## src/rtl/tt_sweep_ctrl.sv

```systemverilog
// Truth-table sweep controller: steps a 4-input gate through all 16 vectors and captures its response.
// Optional build macro TT_COMPARE_EN adds a registered compare of the captured table against EXPECTED_TT.
module tt_sweep_ctrl #(
    parameter int unsigned SETTLE_CYCLES = 2,
    parameter logic [15:0] EXPECTED_TT   = 16'hF4E7
) (
    input  logic        clk,
    input  logic        rst_n,
    input  logic        start,
    input  logic        abort,
    input  logic        dut_out,
    output logic [3:0]  dut_in,
    output logic        busy,
    output logic        done,
    output logic [15:0] tt_word,
    output logic        match
);

    typedef enum logic [1:0] {
        ST_IDLE   = 2'd0,
        ST_SETTLE = 2'd1,
        ST_SAMPLE = 2'd2,
        ST_DONE   = 2'd3
    } state_t;

    localparam logic [3:0] SETTLE_LAST = 4'(SETTLE_CYCLES - 1);

    state_t      r_state, w_state_nxt;
    logic [3:0]  r_idx, w_idx_nxt;
    logic [3:0]  r_cnt, w_cnt_nxt;
    logic [3:0]  r_dut_in, w_dut_in_nxt;
    logic [15:0] r_tt, w_tt_nxt;
    logic        r_busy, r_done;
    logic        w_busy_nxt, w_done_nxt;
    logic        w_start_ok;

    assign w_start_ok = start & ~abort;

    // Next-state and datapath update; abort wins over any sample write in the same cycle.
    always_comb begin
        w_state_nxt  = r_state;
        w_idx_nxt    = r_idx;
        w_cnt_nxt    = r_cnt;
        w_dut_in_nxt = r_dut_in;
        w_tt_nxt     = r_tt;
        case (r_state)
            ST_IDLE: begin
                if (w_start_ok) begin
                    w_state_nxt  = ST_SETTLE;
                    w_idx_nxt    = 4'd0;
                    w_cnt_nxt    = 4'd0;
                    w_dut_in_nxt = 4'd0;
                    w_tt_nxt     = 16'h0000;
                end else begin
                    w_state_nxt  = ST_IDLE;
                end
            end
            ST_SETTLE: begin
                if (abort) begin
                    w_state_nxt  = ST_IDLE;
                    w_dut_in_nxt = 4'd0;
                    w_cnt_nxt    = 4'd0;
                end else begin
                    w_cnt_nxt = r_cnt + 4'd1;
                    if (r_cnt == SETTLE_LAST) begin
                        w_state_nxt = ST_SAMPLE;
                    end else begin
                        w_state_nxt = ST_SETTLE;
                    end
                end
            end
            ST_SAMPLE: begin
                if (abort) begin
                    w_state_nxt  = ST_IDLE;
                    w_dut_in_nxt = 4'd0;
                    w_cnt_nxt    = 4'd0;
                end else begin
                    w_tt_nxt[r_idx] = dut_out;
                    if (r_idx == 4'd15) begin
                        w_state_nxt  = ST_DONE;
                        w_dut_in_nxt = 4'd0;
                    end else begin
                        w_state_nxt  = ST_SETTLE;
                        w_idx_nxt    = r_idx + 4'd1;
                        w_dut_in_nxt = r_idx + 4'd1;
                        w_cnt_nxt    = 4'd0;
                    end
                end
            end
            ST_DONE: begin
                w_state_nxt  = ST_IDLE;
                w_dut_in_nxt = 4'd0;
            end
            default: begin
                w_state_nxt  = ST_IDLE;
                w_dut_in_nxt = 4'd0;
            end
        endcase
    end

    assign w_busy_nxt = (w_state_nxt == ST_SETTLE) || (w_state_nxt == ST_SAMPLE);
    assign w_done_nxt = (w_state_nxt == ST_DONE);

    // State, datapath and registered status outputs.
    always_ff @(posedge clk) begin
        if (!rst_n) begin
            r_state  <= ST_IDLE;
            r_idx    <= 4'd0;
            r_cnt    <= 4'd0;
            r_dut_in <= 4'd0;
            r_tt     <= 16'h0000;
            r_busy   <= 1'b0;
            r_done   <= 1'b0;
        end else begin
            r_state  <= w_state_nxt;
            r_idx    <= w_idx_nxt;
            r_cnt    <= w_cnt_nxt;
            r_dut_in <= w_dut_in_nxt;
            r_tt     <= w_tt_nxt;
            r_busy   <= w_busy_nxt;
            r_done   <= w_done_nxt;
        end
    end

`ifdef TT_COMPARE_EN
    logic r_match, w_match_nxt;

    // Match is cleared on an accepted start and captured from the final table on entry to DONE.
    always_comb begin
        w_match_nxt = r_match;
        if ((r_state == ST_IDLE) && (w_state_nxt == ST_SETTLE)) begin
            w_match_nxt = 1'b0;
        end else if ((r_state == ST_SAMPLE) && (w_state_nxt == ST_DONE)) begin
            w_match_nxt = (w_tt_nxt == EXPECTED_TT);
        end else begin
            w_match_nxt = r_match;
        end
    end

    // Match register.
    always_ff @(posedge clk) begin
        if (!rst_n) begin
            r_match <= 1'b0;
        end else begin
            r_match <= w_match_nxt;
        end
    end

    assign match = r_match;
`else
    // Reference table only feeds the optional comparator; reduced to a constant here.
    logic w_unused_cfg;
    assign w_unused_cfg = ^EXPECTED_TT;
    assign match        = 1'b0;
`endif

    assign dut_in  = r_dut_in;
    assign busy    = r_busy;
    assign done    = r_done;
    assign tt_word = r_tt;

endmodule

```

## config.mk

```make
export PLATFORM = sky130hd
export DESIGN_NAME = tt_sweep_ctrl
export DESIGN_NICKNAME = d
export VERILOG_FILES = /design/src/rtl/tt_sweep_ctrl.sv
export SDC_FILE = /design/constraint.sdc
export NUM_CORES = 1
export LEC_CHECK = 0
export ABC_AREA = 1
export BUFFER_PORTS_ARGS = -buffer_cell sky130_fd_sc_hd__buf_2
export CORE_MARGIN = 2
export CORE_UTILIZATION = 50
export CTS_CLUSTER_SIZE = 14
export DETAILED_ROUTE_END_ITERATION = 7
export GPL_TIMING_DRIVEN = 0
export HOLD_SLACK_MARGIN = 0.03
export PLACE_DENSITY = 0.8
export SLEW_MARGIN = 20
export SYNTH_ARGS = -nofsm -noshare
export SYNTH_HDL_FRONTEND = slang
export SYNTH_SLANG_ARGS = --single-unit
```

## constraint.sdc

```tcl
create_clock -name clk -period 1.35 [get_ports clk]
set_clock_uncertainty 0.05 [all_clocks]
set_input_delay 0 -clock clk [delete_from_list [all_inputs] [get_ports clk]]
set_output_delay 0 -clock clk [all_outputs]
set_load 0.005 [all_outputs]
```

==> results.md <==
* Sequential power share at 57.7%
* Int Pwr at 0.00124 W
* Starting DRT DRC Count at 118
* Total Routing Usage GR at 21.5%
* Net Sw Frac at 24.3%
* Area Overhead vs Synth at 25.5%
* Hold WS at -0.0126 ns
* Net Sw Power at 0.000400 W
* Post-synthesis sequential area ratio at 38.9%
* Insertion delay to the later sink of the worst-skew pair at 0.33 ns
* Reg2reg end: busy
* Max-cap violations at 0
* Setup violations, final at 1
* Clk pwr share at 34.7%
* DR DRC count at 0
* Fmax at 0.740 GHz
* Starting Density at 53.0%
* TritonCTS buffer count at 5
* Placed insts at 307
* Number of synthesized flops with an enable pin at 0
* Synth warnings at 0
* Core area at 3100 um^2
* Crit path largest cell delay at 0.39 ns
* LEAKAGE at 0.865 nW
* Logic gate share of total power at 7.7%
* Post-DP HPWL at 2720 um
* Post-synth ARST share at 0%
* Grt ovf at 0
* Post-DR wirelength/cell at 12.2 um
* Count leader, synth: nand2_1
* FP Rows at 20
* Number of global-route vias before repair at 1327
* Cell area power density at 796 nW/um^2
* Placer Congestion at 0.839
* Worst-Margin Slew at 0.528 ns
* CP cell instances: ha_4 -> inv_4 -> nor2_4 -> nand3_2 -> nand2_1 -> ha_1 -> nand2_1 -> inv_1
* Fin. max-slew vios at 0
* CTS tree: built
* Ant. Diodes at 0
* Crit path from: r_idx[0]
* Yosys cell types at 22
* Crit path time final at 1.35 ns
* Drt first pass iters at 4
* Relative slew slack at 64.8%
* Die X at 61.4 um
* Worst-path fanout max at 5
* Top-area cell type share of the netlist area at 38.9%
* Initial antenna violation count at 0
* Largest cells by area after synthesis: dfxtp_1 (39%), nand2_1 (16%), a21oi_1 (9.1%)
* Reg-to-reg slack, setup at -0.001 ns
* Final Core Density at 66.5%
* R2R depth at 8
* CTS Hold Bufs at 2
* Setup ws final at -0.00104 ns
* H-Tree Depth at 2
* Height of the chip at 61.4 um
* Maximum VDD drop at 0.582 mV
* Simple-Gate Fraction of Synth Area at 33.2%
* Crit end category: flip-flop
* Synthesized area at 1650 um^2
* Final period util at 100%
* Synth Area in Compound Gates at 14.0%
* Net Count, Synth at 249
* Mapped Avg Cell Area at 6.94 um^2
* Crit path buf inv count at 2
* Launch point of the worst reg-to-reg path: r_idx[0]
* Clk root buf: clkbuf_4
* Remaining antenna violation count after routing at 0
* Largest net degree at the start of global routing at 11
* Ys flop type: dfxtp_1
* Main combinational cell family by area after synthesis: simple AND/OR/NAND/NOR gates
* Status: finished, violations left
* Port bufs at 26
* Via/cell ratio at 5.13
* Finished Layout Cells at 326
* Die Area at 3770 um^2
* Critical path depth at 8
* CP Launch Type: flip-flop
* First-pass GRT wire length at 5950 um
* Most instantiated cells after synthesis: nand2_1 (70), dfxtp_1 (32), a21oi_1 (30)
* Mux cell area share after synthesis at 0%
* Worst Path Arrival at 1.54 ns
* Vias at 1672
* Failing checks: hold timing, setup timing
* Final hold violations at 2
* Number of I/O pins at 28
* #FFs+latches synth at 32
* Final WL at 3970 um
* Crit path top cell by count: nand2_1
* Yosys top cell by area: dfxtp_1
* Hold WC Path Type: in -> reg
* Synthesized instance count at 237
* Clock transition at the registers of the reported paths at 0.09 ns
* Nets at 293
* Share of layout cells above drive strength 1 at 29.8%
* Xor/xnor share of the synthesized area at 0%
* Family with the most delay on the worst path: flip-flops
* Sinks on Clock Net at 32
* Req. time, crit path at 1.54 ns
* RSZ-0062 raised after global routing: yes
* Worst Setup EP: busy
* Slowest-stage cell, CP: dfxtp_4
* Max Root-Sink Buffers at 2
* Synth Area in Adders at 5.32%
* Critical path class: reg -> reg
[routing by layer]
| metal | GRT usage (%) | part of all wire [%] | vias to the layer above |
|---|---|---|---|
| met3 | 5.67 | 4.6 | 4 |
| met5 | 0 | 0 | - |
| li1 | - | - | 860 |
| met2 | 35.4 | 49 | 46 |
| met1 | 28.3 | 46 | 762 |
| met4 | 5.47 | 0.68 | 0 |
[cells by family after synthesis]
family,count (synthesis)
simple gates,124
compound gates,45
flops,32
buf+inv,28
fa+ha+maj,7
other cells,1
[cell usage in the layout (no fill, tap or decap), types with 2 or more instances in the layout]
| cell | synthesis | final |
|---|---|---|
| nand3_1 | 17 | 16 |
| dfxtp_2 | 0 | 4 |
| buf_6 | 2 | 3 |
| nor2_2 | 2 | 3 |
| inv_1 | 16 | 10 |
| a21oi_1 | 30 | 30 |
| nand4_1 | 9 | 9 |
| dlygate4sd3_1 | 0 | 2 |
| buf_4 | 4 | 13 |
| buf_2 | 1 | 26 |
| ha_1 | 7 | 4 |
| inv_4 | 0 | 2 |
| nor2_1 | 19 | 16 |
| dfxtp_4 | 0 | 4 |
| nand2_1 | 70 | 67 |
| ha_2 | 0 | 2 |
| nand2_2 | 1 | 3 |
| nor2_4 | 3 | 5 |
| clkbuf_1 | 3 | 5 |
| or2_2 | 3 | 3 |
| dfxtp_1 | 32 | 24 |
| inv_2 | 2 | 6 |
| o21ai_1 | 1 | 3 |
| o21ai_0 | 12 | 9 |
| clkbuf_4 | 0 | 5 |
[cell type report]
class	instances	area, um^2
Fill cell	288	1040
Multi-Input combinational cell	177	925
Sequential cell	32	661
Timing Repair Buffer	37	218
Buffer	10	75.1
Inverter	18	72.6
Clock buffer	8	58.8
Tap cell	44	55.1
[how the worst min path moves through the flow]
stage / start / end / slack (ns) / cells past startpoint
final: abort / r_cnt[2] / -0.01 / 4
after floorplan: rst_n / busy / 0.04 / 2
after CTS: abort / r_cnt[2] / -0.03 / 4
after global placement: rst_n / busy / 0.16 / 3
after global routing: abort / r_state[1] / -0.008 / 4
after detailed placement: rst_n / busy / 0.16 / 3
[power groups by stage]
stage                     combinational, W  sequential (W)  clock, W
after floorplan                  0.0000800        0.000974         0
after detailed placement          0.000110        0.000975         0
after global placement            0.000108        0.000974         0
final                             0.000126        0.000947  0.000569
after CTS                         0.000116        0.000948  0.000590
after global routing              0.000140        0.000948  0.000637
[state kept, by name, indices dropped and copies added (netlist names)]
register	flops
tt_word	16
dut_in	4
r_cnt	4
r_idx	4
r_state	2
busy	1
done	1
[worst register-to-register path: stages (launching register included)]
cell and delay (ns):
dfxtp_4 0.39, ha_4 0.17, inv_4 0.05, nor2_4 0.10
nand3_2 0.10, nand2_1 0.09, ha_1 0.22, nand2_1 0.06
inv_1 0.03
[stage by stage]
step           power (W)  instance area (um^2)  setup slack (ns)  setup TNS, ns  hold slack, ns
2_1_floorplan    0.00105                  1660           0.00830              0          0.0435
3_3_place_gp     0.00108                  1850            -0.142         -0.313           0.162
3_5_place_dp     0.00108                  1850            -0.178         -0.607           0.165
4_1_cts          0.00165                  1970           -0.0157        -0.0157         -0.0344
5_1_grt          0.00173                  2060            -0.101         -0.689        -0.00815
6_report         0.00164                  2060          -0.00104       -0.00104         -0.0126
[what timing repair did]
action	in CTS	in global routing
gates resized for setup	16	20
setup buffers	2	7
pin swaps	1	4
endpoints found under the hold margin	12	4
endpoints found under the setup margin	13	25
Power figures use the tool's default switching activity.
